`src/rtl/clause_table_fetch_sequencer_pkg.sv`:
```
// Shared definitions for the clause-table fetch sequencer:
// default sizes and the fetch FSM state encoding.
package sat_defs;

  localparam int NSAT      = 3;
  localparam int LAW       = 12;
  localparam int MC        = 20;
  localparam int NSAT_BITS = $clog2(NSAT);
  localparam int ROW_W     = (NSAT - 1) * MC * LAW;

  typedef enum logic [1:0] {
    IDLE  = 2'd0,
    ISSUE = 2'd1,
    DRAIN = 2'd2,
    DONE  = 2'd3
  } state_e;

endpackage

```
`src/rtl/clause_table_fetch_sequencer_index_valid_pipe.sv`:
```
// Shift pipe carrying {valid, flip index} alongside
// outstanding clause-table reads.
module index_valid_pipe #(
  parameter int DEPTH = 1,
  parameter int W     = 3
) (
  input  logic         clk,
  input  logic         clr_n,
  input  logic [W-1:0] din,
  output logic [W-1:0] dout
);

  logic [W-1:0] stage [DEPTH];

  // Shift one stage per cycle; clear drops all in-flight entries.
  always_ff @(posedge clk) begin
    if (!clr_n) begin
      for (int i = 0; i < DEPTH; i++) stage[i] <= '0;
    end else begin
      stage[0] <= din;
      for (int i = 1; i < DEPTH; i++) stage[i] <= stage[i-1];
    end
  end

  assign dout = stage[DEPTH-1];

endmodule

```
`src/rtl/clause_table_fetch_sequencer.sv`:
```
// Fetches the clause-table rows of the selected clause's literals
// and streams them into the temporal buffers by flip index.
module clause_table_fetch_sequencer #(
  parameter int NSAT                  = sat_defs::NSAT,
  parameter int LITERAL_ADDRESS_WIDTH = sat_defs::LAW,
  parameter int MAX_CLAUSE_MEMBERSHIP = sat_defs::MC,
  parameter int RD_LATENCY            = 1,
  localparam int NSAT_BITS = (NSAT > 1) ? $clog2(NSAT) : 1,
  localparam int ROW_W =
    (NSAT - 1) * MAX_CLAUSE_MEMBERSHIP * LITERAL_ADDRESS_WIDTH
) (
  input  logic                                    clk_i,
  input  logic                                    rst_ni,
  input  logic                                    start_i,
  input  logic [NSAT*LITERAL_ADDRESS_WIDTH-1:0]   clause_literals_i,
  output logic                                    busy_o,
  output logic                                    done_o,
  output logic                                    ct_rd_en_o,
  output logic [LITERAL_ADDRESS_WIDTH-1:0]        ct_rd_addr_o,
  input  logic [ROW_W-1:0]                        ct_rd_data_i,
  output logic [NSAT_BITS-1:0]                    wr_index_o,
  output logic                                    wr_en_o,
  output logic [ROW_W-1:0]                        wr_literals_mo
);
  import sat_defs::*;

  localparam int LW = LITERAL_ADDRESS_WIDTH;
  localparam int NB = NSAT_BITS;
  localparam int DW = (RD_LATENCY > 1) ? $clog2(RD_LATENCY) : 1;

  state_e              state;
  logic [NB-1:0]       cnt;
  logic [DW-1:0]       dcnt;
  logic [NSAT*LW-1:0]  lits;
  logic [NB:0]         pipe_in;
  logic [NB:0]         pipe_out;

  // Fetch FSM: capture literals, issue NSAT reads, drain, pulse done.
  always_ff @(posedge clk_i) begin
    if (!rst_ni) begin
      state        <= IDLE;
      cnt          <= '0;
      dcnt         <= '0;
      lits         <= '0;
      ct_rd_en_o   <= 1'b0;
      ct_rd_addr_o <= '0;
    end else begin
      unique case (state)
        IDLE: begin
          if (start_i) begin
            state        <= ISSUE;
            cnt          <= '0;
            lits         <= clause_literals_i;
            ct_rd_en_o   <= 1'b1;
            ct_rd_addr_o <= clause_literals_i[LW-1:0];
          end
        end
        ISSUE: begin
          if (cnt == NB'(NSAT - 1)) begin
            state      <= DRAIN;
            cnt        <= '0;
            dcnt       <= '0;
            ct_rd_en_o <= 1'b0;
          end else begin
            cnt          <= cnt + 1'b1;
            ct_rd_addr_o <= lits[LW*(int'(cnt)+1) +: LW];
          end
        end
        DRAIN: begin
          if (dcnt == DW'(RD_LATENCY - 1)) state <= DONE;
          else dcnt <= dcnt + 1'b1;
        end
        DONE: state <= IDLE;
        default: state <= IDLE;
      endcase
    end
  end

  assign pipe_in = {ct_rd_en_o, ct_rd_en_o ? cnt : NB'(0)};

  index_valid_pipe #(
    .DEPTH (RD_LATENCY),
    .W     (NB + 1)
  ) u_pipe (
    .clk   (clk_i),
    .clr_n (rst_ni),
    .din   (pipe_in),
    .dout  (pipe_out)
  );

  assign busy_o         = (state != IDLE);
  assign done_o         = (state == DONE);
  assign wr_en_o        = pipe_out[NB];
  assign wr_index_o     = pipe_out[NB] ? pipe_out[NB-1:0] : '0;
  assign wr_literals_mo = ct_rd_data_i;

endmodule
```
`config.mk`:
```
export PLATFORM = sky130hd
export DESIGN_NAME = clause_table_fetch_sequencer
export DESIGN_NICKNAME = d
export VERILOG_FILES = /design/src/rtl/clause_table_fetch_sequencer_pkg.sv /design/src/rtl/clause_table_fetch_sequencer_index_valid_pipe.sv /design/src/rtl/clause_table_fetch_sequencer.sv
export SDC_FILE = /design/constraint.sdc
export NUM_CORES = 1
export LEC_CHECK = 0
export BUFFER_PORTS_ARGS = -buffer_cell sky130_fd_sc_hd__buf_4
export CAP_MARGIN = 20
export CORE_AREA = 10 10 387 389
export DETAILED_ROUTE_END_ITERATION = 10
export DIE_AREA = 0 0 397 399
export GPL_TIMING_DRIVEN = 0
export PLACE_DENSITY = 0.3
export RECOVER_POWER = 50
export SLEW_MARGIN = 15
export SYNTH_ARGS = -nofsm -noshare
export SYNTH_HDL_FRONTEND = slang
export SYNTH_SLANG_ARGS = --single-unit
```
`constraint.sdc`:
```
create_clock -name clk_i -period 4.6 [get_ports clk_i]
set_input_delay 0.46 -clock clk_i [delete_from_list [all_inputs] [get_ports clk_i]]
set_output_delay 0.46 -clock clk_i [all_outputs]
set_load 0.005 [all_outputs]
```
==> impl_metrics.yaml <==
run_status:
  status: "finished clean"
placed_design:
  dpl_cell_area_um2: 11900
  placed_cells: 3152
  pre_cts_ws_ps: 2600
  gp_congestion: 0.787
  dpl.hpwl_um: 88200
  numPortBuffers: 536
pwr:
  p_int_uw: 1500
  p_sw_frac: 0.433
  p_clk_frac: 0.151
  seqPwrFrac: 0.212
  p_sw_uw: 1150
  ir_drop_mv: 0.164
  p_leak_uw: 0.00517
  power_frac_comb: 0.637
  p_per_area_nw_per_um2: 229
cells_and_area:
  instances_no_fill: 3175
  final_cell_mix: "748 x buf_4, 139 x clkbuf_1, 138 x clkbuf_4, 50 x nand2_1, 50 x a21oi_1"
  drive_gt1_frac: 0.716
  design_area_um2: 11600
  nets: 1781
  final_common_cell: "buf_4"
  syn_to_final_growth_pct: 111
timing:
  tightest_slew_ps: 604
  fin_crit_sh: 0.431
  setup_viol: 0
  finalMaxSlewViolations: 0
  setup_slack_ps: 2620
  period_needed_ps: 1980
  max_slew_margin: 0.597
  grt_setup_unrepaired: "false"
  hold_viol: 0
  setup_tns_ps: 0
  fmax_mhz: 505
  fin_skew_ps: 4.99
clock_tree:
  cts_max_level: 2
  post_cts_buffers: 0
  clock_path_buffers: 2
  cts_repair_resize_count: 0
  clock_latency_ps: 290
  numCtsBuffers: 5
  cts-root-buf: "clkbuf_16"
  clk_pin_slew_ps: 60
  cts_tree: "yes"
  postCtsHoldBufs: 0
  cts_sinks: 44
synth:
  yosysWarningCount: 0
  syn-mean-instance-area_um2: 7.69
  synth_cells: 713
  synth.largest_area_cell: "buf_4"
  ys.flop_type: "dfxtp_1"
  synthTopCellsByArea: "buf_4 66%, dfxtp_1 16%, a21oi_1 4.6%"
  yosys.area.top_type_share: 0.659
  ys_seq_area_frac: 0.161
  syn-num-nets: 1238
  synth-async-reset-ratio: 0
  synth_cell_types: 22
  synth_seq_cells: 44
  synth_edf_count: 0
  synth_area_um2: 5480
setup_path:
  cp.depth: 6
  startpoint_type: "flip-flop"
  crit_path_top_delay_cell: "a311oi_2"
  critPathMaxStageDelay_ps: 490
  path_buf_inv: 2
  crit_arrival_ps: 2150
  startpoint: "state[0]"
  worstPathRequired_ps: 4770
  crit_chain: "inv_1 > ha_1 > nor2b_1 > a311oi_2 > buf_2 > a21oi_1"
  reg2reg_from: "state[0]"
  reg2regPathDepth: 6
  end_kind: "flip-flop"
  path_class: "reg2reg"
  path_delay_family: "compound AO/OA/AOI/OAI gates"
  crit_fanout: 10
min_path:
  hold_path_startpoint: "clause_literals_i[29]"
  hold_depth: 3
  worstHoldPathType: "in2reg"
global_route:
  grt_usage: 0.105
  grt_pass1_vias: 6540
  antenna_found_initial: 112
  grt_first_pass_wirelength_um: 102000
  grt_overflow_total: 0
  grt_max_degree: 13
route:
  firstDrtPassIters: 4
  wl_um: 90700
  drt.antenna.violating_nets: 0
  via_per_inst: 2.01
  route.vias.total: 6390
  drc: 0
  drtIter0Drc: 177
  wl_per_cell_um: 28.6
floorplanning:
  start_util: 0.0385
  io_pins: 1017
  die_w_um: 397
  rows: 139
  core_um2: 142000
  die_y_um: 399
  die-area_um2: 158000
run:
  maxCapViolCount: 0
[synthesized netlist by cell type (2+ instances only)]
master    number
buf_4        481
a21oi_1       50
nand2_1       50
dfxtp_1       44
nor2_1        19
mux2i_1       13
o21ai_0       13
clkbuf_1       8
ha_1           6
inv_1          6
and2_1         4
buf_2          4
a211oi_1       3
nand2b_1       3
and3_1         2
[final timing paths]
| kind | endpoint | slack [ps] |
|---|---|---|
| hold reg to reg | lits[17] | 450 |
| setup reg to reg | ct_rd_addr_o[8] | 2620 |
| hold / removal | lits[29] | 420 |
| setup / recovery | ct_rd_addr_o[8] | 2620 |
[tightest hold or removal path: stages]
cell and delay, ps:
buf_4 110, nand2_1 40, a21oi_1 50
[sequential cells by signal, summed over array words and instances (netlist names)]
register      flops
state             2
u_pipe.stage      3
cnt               2
ct_rd_addr_o     12
ct_rd_en_o        1
lits             24
[final cells by class]
cell class,instances,area (um^2)
antenna,17,42.5
buffer,495,3680
clock buffer,5,125
clock inverter,1,30.0
fill,16800,131000
inverter,6,22.5
multi-input combinational,168,902
sequential,44,881
tap,1903,2380
timing repair buffer,536,3530
[cells by family after synthesis]
group | share of synthesized area
compound gates | 0.0660
fa+ha+maj | 0.0137
buf+inv | 0.675
flops | 0.161
mux | 0.0237
simple gates | 0.0612
[power by group through the flow]
stage	combinational [uW]	clock, uW	sequential, uW
2_1_floorplan	760	0	560
6_report	1690	400	562
5_1_grt	1900	431	580
4_1_cts	1870	416	566
3_3_place_gp	1870	0	574
3_5_place_dp	1860	0	574
[routing by layer]
metal,vias up,share of wire,wire length (um),global-route usage
met4,132,0.018,1650,0.0179
met2,507,0.48,43100,0.175
li1,2853,-,-,-
met5,-,0.010,914,0
met1,2741,0.32,29100,0.0999
met3,157,0.18,16000,0.0902
[metrics by stage]
step / utilization / hold slack, ps / power [uW]
finish: 0.0814 / 420 / 2650
global route: 0.0811 / 417 / 2910
CTS: 0.0845 / 411 / 2850
detailed placement: 0.0834 / 448 / 2440
global placement: 0.0834 / 447 / 2440
floorplan: - / 436 / 1320
(Power assumes the default switching activity.)
